[config.mk]
export PLATFORM = sky130hd
export DESIGN_NAME = td4_exec_sequencer
export DESIGN_NICKNAME = d
export VERILOG_FILES = /design/src/rtl/td4_exec_sequencer.sv
export SDC_FILE = /design/constraint.sdc
export NUM_CORES = 1
export LEC_CHECK = 0
export CORE_ASPECT_RATIO = 1.2
export CORE_MARGIN = 2
export CORE_UTILIZATION = 40
export DETAILED_ROUTE_END_ITERATION = 7
export PLACE_DENSITY = 0.71
export SETUP_SLACK_MARGIN = 0.2
export SLEW_MARGIN = 10
export SYNTH_ARGS = -nofsm -noshare
export SYNTH_HDL_FRONTEND = slang
export SYNTH_SLANG_ARGS = --single-unit
[constraint.sdc]
create_clock -name clk -period 2 [get_ports clk]
set_clock_uncertainty 0.05 [all_clocks]
set_input_delay 0.5 -clock clk [delete_from_list [all_inputs] [get_ports clk]]
set_output_delay 0.5 -clock clk [all_outputs]
set_load 0.03 [all_outputs]
[src/rtl/td4_exec_sequencer.sv]
// td4_exec_sequencer: fetch/execute controller for the TD4 core.
// Fetches 4+N bit instructions from ROM over a req/ack handshake, drives the
// external adder ALU operands during EXEC and writes its result back into the
// architectural registers (A, B, OUT, PC) together with the carry flag.
// Ports:
//   clk, rst_n            clock (rising edge), async active-low reset
//   en                    run enable, sampled in FETCH
//   rom_req/addr/ack/data instruction fetch handshake (rom_addr = pc)
//   alu_a/alu_b           ALU operands (combinational, 0 outside EXEC)
//   alu_y/alu_c           ALU sum and carry out
//   in_port/out_port      external input port / registered output port
//   reg_a/reg_b/c_flag/pc architectural state
//   illegal               high during the EXEC cycle of an undefined opcode
module td4_exec_sequencer #(
   parameter int unsigned N = 4
) (
   input  logic           clk,
   input  logic           rst_n,
   input  logic           en,
   output logic           rom_req,
   output logic [N-1:0]   rom_addr,
   input  logic           rom_ack,
   input  logic [N+3:0]   rom_data,
   output logic [N-1:0]   alu_a,
   output logic [N-1:0]   alu_b,
   input  logic [N-1:0]   alu_y,
   input  logic           alu_c,
   input  logic [N-1:0]   in_port,
   output logic [N-1:0]   out_port,
   output logic [N-1:0]   reg_a,
   output logic [N-1:0]   reg_b,
   output logic           c_flag,
   output logic [N-1:0]   pc,
   output logic           illegal
);

   localparam int unsigned IW = N + 4;

   typedef enum logic [0:0] {FETCH = 1'b0, EXEC = 1'b1} state_t;
   typedef enum logic [1:0] {SRC_ZERO, SRC_A, SRC_B, SRC_IN} src_t;
   typedef enum logic [2:0] {DST_NONE, DST_A, DST_B, DST_OUT, DST_JMP, DST_JNC} dst_t;

   state_t          state;
   state_t          state_nxt;
   logic [IW-1:0]   ir;
   logic [3:0]      op;
   logic [N-1:0]    imm;
   logic [N-1:0]    pc_inc;
   src_t            src;
   dst_t            dst;
   logic            defined;
   logic            fetch_done;

   assign op       = ir[IW-1 -: 4];
   assign imm      = ir[N-1:0];
   assign pc_inc   = pc + N'(1);
   assign rom_addr = pc;

   // Opcode decode: operand A source and write target
   always_comb begin
      src     = SRC_ZERO;
      dst     = DST_NONE;
      defined = 1'b1;
      case (op)
         4'b0000: begin src = SRC_A;    dst = DST_A;   end
         4'b0101: begin src = SRC_B;    dst = DST_B;   end
         4'b0011: begin src = SRC_ZERO; dst = DST_A;   end
         4'b0111: begin src = SRC_ZERO; dst = DST_B;   end
         4'b0001: begin src = SRC_B;    dst = DST_A;   end
         4'b0100: begin src = SRC_A;    dst = DST_B;   end
         4'b0010: begin src = SRC_IN;   dst = DST_A;   end
         4'b0110: begin src = SRC_IN;   dst = DST_B;   end
         4'b1001: begin src = SRC_B;    dst = DST_OUT; end
         4'b1011: begin src = SRC_ZERO; dst = DST_OUT; end
         4'b1111: begin src = SRC_ZERO; dst = DST_JMP; end
         4'b1110: begin src = SRC_ZERO; dst = DST_JNC; end
         default: defined = 1'b0;
      endcase
   end

   // State register
   always_ff @(posedge clk or negedge rst_n) begin
      if (!rst_n) state <= FETCH;
      else        state <= state_nxt;
   end

   // Next-state logic
   always_comb begin
      state_nxt = state;
      case (state)
         FETCH:   if (fetch_done) state_nxt = EXEC;
         EXEC:    state_nxt = FETCH;
         default: state_nxt = FETCH;
      endcase
   end

   // Outputs; rst_n gates rom_req so a pending request drops without a clock
   always_comb begin
      rom_req = 1'b0;
      alu_a   = '0;
      alu_b   = '0;
      illegal = 1'b0;
      case (state)
         FETCH: rom_req = en & rst_n;
         EXEC: begin
            alu_b   = imm;
            illegal = ~defined;
            case (src)
               SRC_A:   alu_a = reg_a;
               SRC_B:   alu_a = reg_b;
               SRC_IN:  alu_a = in_port;
               default: alu_a = '0;
            endcase
         end
         default: ;
      endcase
   end

   assign fetch_done = rom_req & rom_ack;

   // Instruction register and architectural state
   always_ff @(posedge clk or negedge rst_n) begin
      if (!rst_n) begin
         ir       <= '0;
         reg_a    <= '0;
         reg_b    <= '0;
         out_port <= '0;
         pc       <= '0;
         c_flag   <= 1'b0;
      end else if (state == FETCH) begin
         if (fetch_done) ir <= rom_data;
      end else begin
         if (defined) c_flag <= alu_c;
         // JNC tests the carry from before this instruction
         case (dst)
            DST_A:   reg_a    <= alu_y;
            DST_B:   reg_b    <= alu_y;
            DST_OUT: out_port <= alu_y;
            default: ;
         endcase
         if (dst == DST_JMP || (dst == DST_JNC && !c_flag)) pc <= alu_y;
         else                                                pc <= pc_inc;
      end
   end

endmodule

# ---- Yosys cells after proc, flatten, opt, wreduce, memory -nomap -nowiden
# Cells that the tools add are included.
dict set report classes {
  add_sub_neg 1
  mul 0
  div_mod_pow 0
  n_lt_le_gt_ge 0
  eq_ne 19
  shift 0
  mux 11
  bitwise_logic 4
  reduce_logical 16
}
# cell n
set op_table {}
lappend op_table {{$eq A4 B3 Y1 const B} 4}
lappend op_table {{$eq A4 B4 Y1 const B} 4}
lappend op_table {{$pmux W3 S5} 1}
lappend op_table {{$mux W4} 3}
lappend op_table {{$pmux W4 S3} 1}
lappend op_table {{$reduce_or A12 Y1} 1}
lappend op_table {{$reduce_and A2 Y1} 5}
lappend op_table {{$eq A4 B2 Y1 const B} 2}
lappend op_table {{$reduce_or A4 Y1} 2}
lappend op_table {{$eq A3 B2 Y1 const B} 2}
lappend op_table {{$eq A3 B3 Y1 const B} 2}
lappend op_table {{$pmux W2 S3} 1}
lappend op_table {{$reduce_or A2 Y1} 3}
lappend op_table {{$add A4 B1 Y4 const B} 1}
lappend op_table {{$eq A2 B2 Y1 const B} 2}
lappend op_table {{$eq A4 B1 Y1 const B} 1}
lappend op_table {{$logic_not A4 Y1} 1}
lappend op_table {{$mux W1} 4}
lappend op_table {{$eq A3 B1 Y1 const B} 1}
lappend op_table {{$reduce_or A3 Y1} 1}
lappend op_table {{$and A1 B1 Y1} 2}
lappend op_table {{$eq A2 B1 Y1 const B} 1}
lappend op_table {{$not A1 Y1} 2}
lappend op_table {{$pmux W1 S2} 1}
lappend op_table {{3 further kinds} 3}
dict set report word_totals {
  reg_bits 26
  latchBits 0
  mem_bits_rw 0
  romBits 0
  input_bits 21
  out_inout_bits 31
  wordCells 58
  n_memories 0
}

# ---- Depth between registers and ports, before layout
dict set report logic_depth {
  ltp_word 7
  ltp_mapped 4
  mapped_depth_nobuf 4
}

# ---- Least setup slack after synthesis
# Ideal clock, no wire load.
dict set report synth_path {
  path_kind {reg-to-output}
  start {reg ir[6]}
  end {out alu_a[0]}
  arrival_time_ns 1.437
  required_time_ns 1.450
  path_slack_ns 0.013
  path_stages_with_launch 4
  n_path_buf 0
  cell_sequence {dfrtp_1 nand2b_1 a221o_1 nor2_1}
}
dict set report synth_via {
  elab_chain_cells 6
  word_cells_on_any_way 16
  classes_between {eq/ne: 9; mux: 3; reduce/logical: 4}
}
# element line_no
set synth_rtl {}
lappend synth_rtl {{start: declaration} 45} ;# logic [IW-1:0] ir;
lappend synth_rtl {{start signal: assignment} 131} ;# if (fetch_done) ir <= rom_data;
lappend synth_rtl {{$eq A4 B4 Y1 (tied with other cells)} 64} ;# case (op)
lappend synth_rtl {{$reduce_or A3 Y1 (no source line) / $reduce_or A2 Y1 (equally long branches)} -}
lappend synth_rtl {{$pmux W2 S3 (*)} 64}
lappend synth_rtl {{$eq A2 B2 Y1 / $eq A2 B1 Y1 (equally long branches)} 108} ;# case (src)
lappend synth_rtl {{$pmux W4 S3 (*)} 108}
lappend synth_rtl {{$mux W4 (*)} 103} ;# case (state)
lappend synth_rtl {{end: declaration} 24} ;# output logic [N-1:0] alu_a,
# Mark *: on every way between the ends. The rest lies on a longest branch, timed or not.

# ---- Worst setup path in the final report
dict set report layout_path {
  start {reg ir[6]}
  end {out alu_a[3]}
}
# The elaborated chain is that of the path after synthesis.

==> summary.md <==
| Metric | Value |
|---|---|
| Post-synthesis cell type count | 34 |
| Number of global-route vias before repair | between 1000 and 1500 |
| Fmax | ~470 MHz |
| Final HPWL DP | ~2.4 mm |
| Main flop type after synthesis | dfrtp_1 |
| Floorplan die area | between 0.003 and 0.004 mm^2 |
| Unrepaired setup endpoints after global routing | true |
| Last weighted congestion value of the routability-driven placer | about 0.78 |
| Number of flip-flops and latches in the synthesized netlist | 26 |
| Average cell area after synthesis | 11.5 um^2 |
| Worst Setup Start Kind | flip-flop |
| Count of placed standard cells in the final layout, fillers left out | 219 |
| Worst hold path type | primary input to asynchronous set/reset pin |
| Final routed wire length divided by cell count | 15.1 um |
| Fillers | 250 |
| Initial core utilization | a little over two fifths |
| Maximum number of pins on one net before global-route repair | 27 |
| Number of buffers on the longest clock path | 2 |
| Async S/R FF share, synth | 100% |
| Yosys warns | 0 |
| P&R area growth vs syn | 57.0% |
| Clock tree from TritonCTS | yes |
| Largest cells by area after synthesis | dfrtp_1, mux2_2, a32oi_1, and2_1, buf_4 |
| Global-route total usage across every layer | 18.2% |
| Leakage power total | 0.931 nW |
| Final Hold Fails | 0 |
| Maximum vdd drop | 0.000758 V |
| Capturing element type of the critical path | output pin |
| Synth top cells by count | dfrtp_1, mux2_2, nor2_1 |
| Total wire length after detailed routing | around 3.3 mm |
| Post-synthesis sequential area ratio | 48.9% |
| Clock slew seen by the registers of the worst setup and hold paths | around 0.14 ns |
| WS Path Type | flip-flop to output pin |
| Final standard cell area without fillers | about 0.0021 mm^2 |
| # Max-Cap Violations | 0 |
| Buf/Inv on CP | 1 |
| Largest incremental delay on the critical path | 0.44 ns |
| Status | finished, violations left |
| Post-layout utilization of the core | between 60% and 70% |
| Cell with the most instances after synthesis | dfrtp_1 |
| Antenna violation net count after detailed routing | 0 |
| Starting DRC count in detailed routing | 13 |
| Largest delay share family, worst path | compound AO/OA/AOI/OAI gates |
| CP Max Fanout | 4 |
| Actual slew at the worst max-slew pin | between 0.4 and 0.5 ns |
| DRC | 0 |
| TritonCTS buffer count | 3 |
| Share of final-layout standard cells stronger than drive strength 1 | ~44% |
| Total iterations of the first detailed-routing run | 4 |
| Post-Synthesis Cell Area | roughly 0.0013 mm^2 |
| Worst-case setup margin in the final layout | -0.140 ns |
| Endpoint arrival time on the critical path | around 1.6 ns |
| Die X | about 57 um |
| Max-slew violation total from the final report | 0 |
| Cells after Synth | roughly 120 |
| Nets@finish | slightly above 200 |
| Overflow left after global routing | 0 |
| Min Clock Period, post-route | 2.14 ns |
| Crit share post-route | 107% |
| Standard cell core area | 0.00311 mm^2 |
| Overall die height | approximately 67 um |
| Synthesized Nets | around 140 |
| Cell type contributing the most total cell area after synthesis | dfrtp_1 |
| Violations in the final reports | setup timing |
| Number of clock sinks | 26 |
| Cell Pwr Density | 1120 mW/mm^2 |
| First-pass GRT wire length | between 5 and 6 mm |
| Vias after detailed routing | 1135 |
| Portion of synthesized cell area occupied by the leading cell type | about 50% |
| H-tree Lvls | 1 |
| Number of enable-type register cells in the synthesized netlist | 0 |
| Worst slack, placed | -0.623 ns |
| Slowest CP cell | a221o_2 |
| Data required time at the worst endpoint | between 1 and 1.5 ns |
| Antenna diode count | 0 |
| Clock root buffer | clkbuf_4 |
| Initial antenna violation count | 0 |
| Slew HR | approximately two thirds |
| Final setup violation count | 4 |
| I/O pin total | 52 |
| Via/cell ratio | 5.18 |
| # port buffers | between 50 and 60 |
| Ordered cell list for the critical path | nand2b_4 > a221o_2 > nor2_4 > buf_6 |
| Post-DP Area | 0.00196 mm^2 |
| Worst-Skew Late Latency | ~0.33 ns |
| Number of placement rows | 22 |
| Placed insts | ~210 |
where the power goes:
| part | total (mW) | internal (mW) | switching (mW) | leakage, nW |
|---|---|---|---|---|
| Combinational | 1.22 | 0.522 | 0.697 | 0.611 |
| Sequential | 0.844 | 0.702 | 0.142 | 0.299 |
| Clock | 0.266 | 0.112 | 0.154 | 0.0210 |
cell type report:
class / count / area [um^2] / share of cell area (%)
multi-input cells: 76 / 716 / 34.3
flip-flops and latches: 26 / 654 / 31.3
repair buffers: 71 / 614 / 29.4
well taps: 36 / 45.0 / 2.16
clock buffers: 4 / 36.3 / 1.74
inverters: 6 / 22.5 / 1.08
registers in the layout, summed over array words and instances (netlist names):
signal	count
c_flag	1
state	1
reg_a	4
reg_b	4
ir	8
pc	4
out_port	4
cells in the final DEF (no fill, tap or decap), drive strengths merged, types with 2 or more instances in the layout:
cell,Yosys,final
mux2,21,21
clkdlybuf4s50,0,18
o31a,2,2
buf,6,30
nand3b,2,2
clkbuf,2,9
inv,6,6
nand2,8,8
nand2b,2,2
nor2b,2,2
o21ai,6,6
nand3,2,2
dlygate4sd2,0,18
o311ai,2,2
dfrtp,26,26
a32oi,4,4
nor2,8,8
and2,5,5
a221o,2,2
worst paths after layout:
kind                                         start                      end  slack (ns)  depth (start not counted)
setup / recovery                 ir[6]$_DFFE_PN0P_                 alu_a[3]       -0.14                          4
hold / removal                               rst_n        ir[2]$_DFFE_PN0P_        0.23                          2
setup reg to reg                 ir[5]$_DFFE_PN0P_       c_flag$_DFFE_PN0P_        0.34                          6
hold reg to reg            out_port[0]$_DFFE_PN0P_  out_port[0]$_DFFE_PN0P_        0.45                          2
max in group asynchronous                    rst_n        ir[5]$_DFFE_PN0P_        1.41                          2
min in group clk           out_port[0]$_DFFE_PN0P_  out_port[0]$_DFFE_PN0P_        0.45                          2
through the flow:
step | TNS (ns) | total power, mW | hold slack, ns
3_5_place_dp | -2.43 | 2.09 | 0.431
3_3_place_gp | -2.44 | 2.07 | 0.410
6_report | -0.542 | 2.33 | 0.228
4_1_cts | -0.571 | 2.31 | 0.235
2_1_floorplan | 0 | 1.57 | 0.154
5_1_grt | -0.809 | 2.46 | 0.255
worst reg2reg max path, cell delays in order (launching register included):
cell and delay, ns:
dfrtp_2 0.49, buf_6 0.14, nand2_4 0.05, buf_4 0.13, buf_4 0.12, a31oi_1 0.24, mux2_1 0.34
logic make-up after synthesis:
group / Yosys count / synth area share, %
buf+inv: 14 / 5.74
simple gates: 33 / 14.7
compound gates: 21 / 11.9
mux: 21 / 17.8
fa+ha+maj: 1 / 0.941
flops: 26 / 48.9
per-layer routing:
| metal | wire length, um | global-route usage [%] |
|---|---|---|
| met1 | 1360 | 22.4 |
| met2 | 1780 | 31.8 |
| met3 | 106 | 2.49 |
| met4 | 61 | 8.04 |
| met5 | 0 | 0 |
repair_timing:
item | in CTS | in global routing
setup buffers | 5 | 2
endpoints found under the setup margin | 30 | 11
hold endpoints to repair | 0 | 0
hold buffers | 0 | 0
resized for setup | 80 | 16
pin swaps | 8 | 2
(Power assumes the default switching activity.)
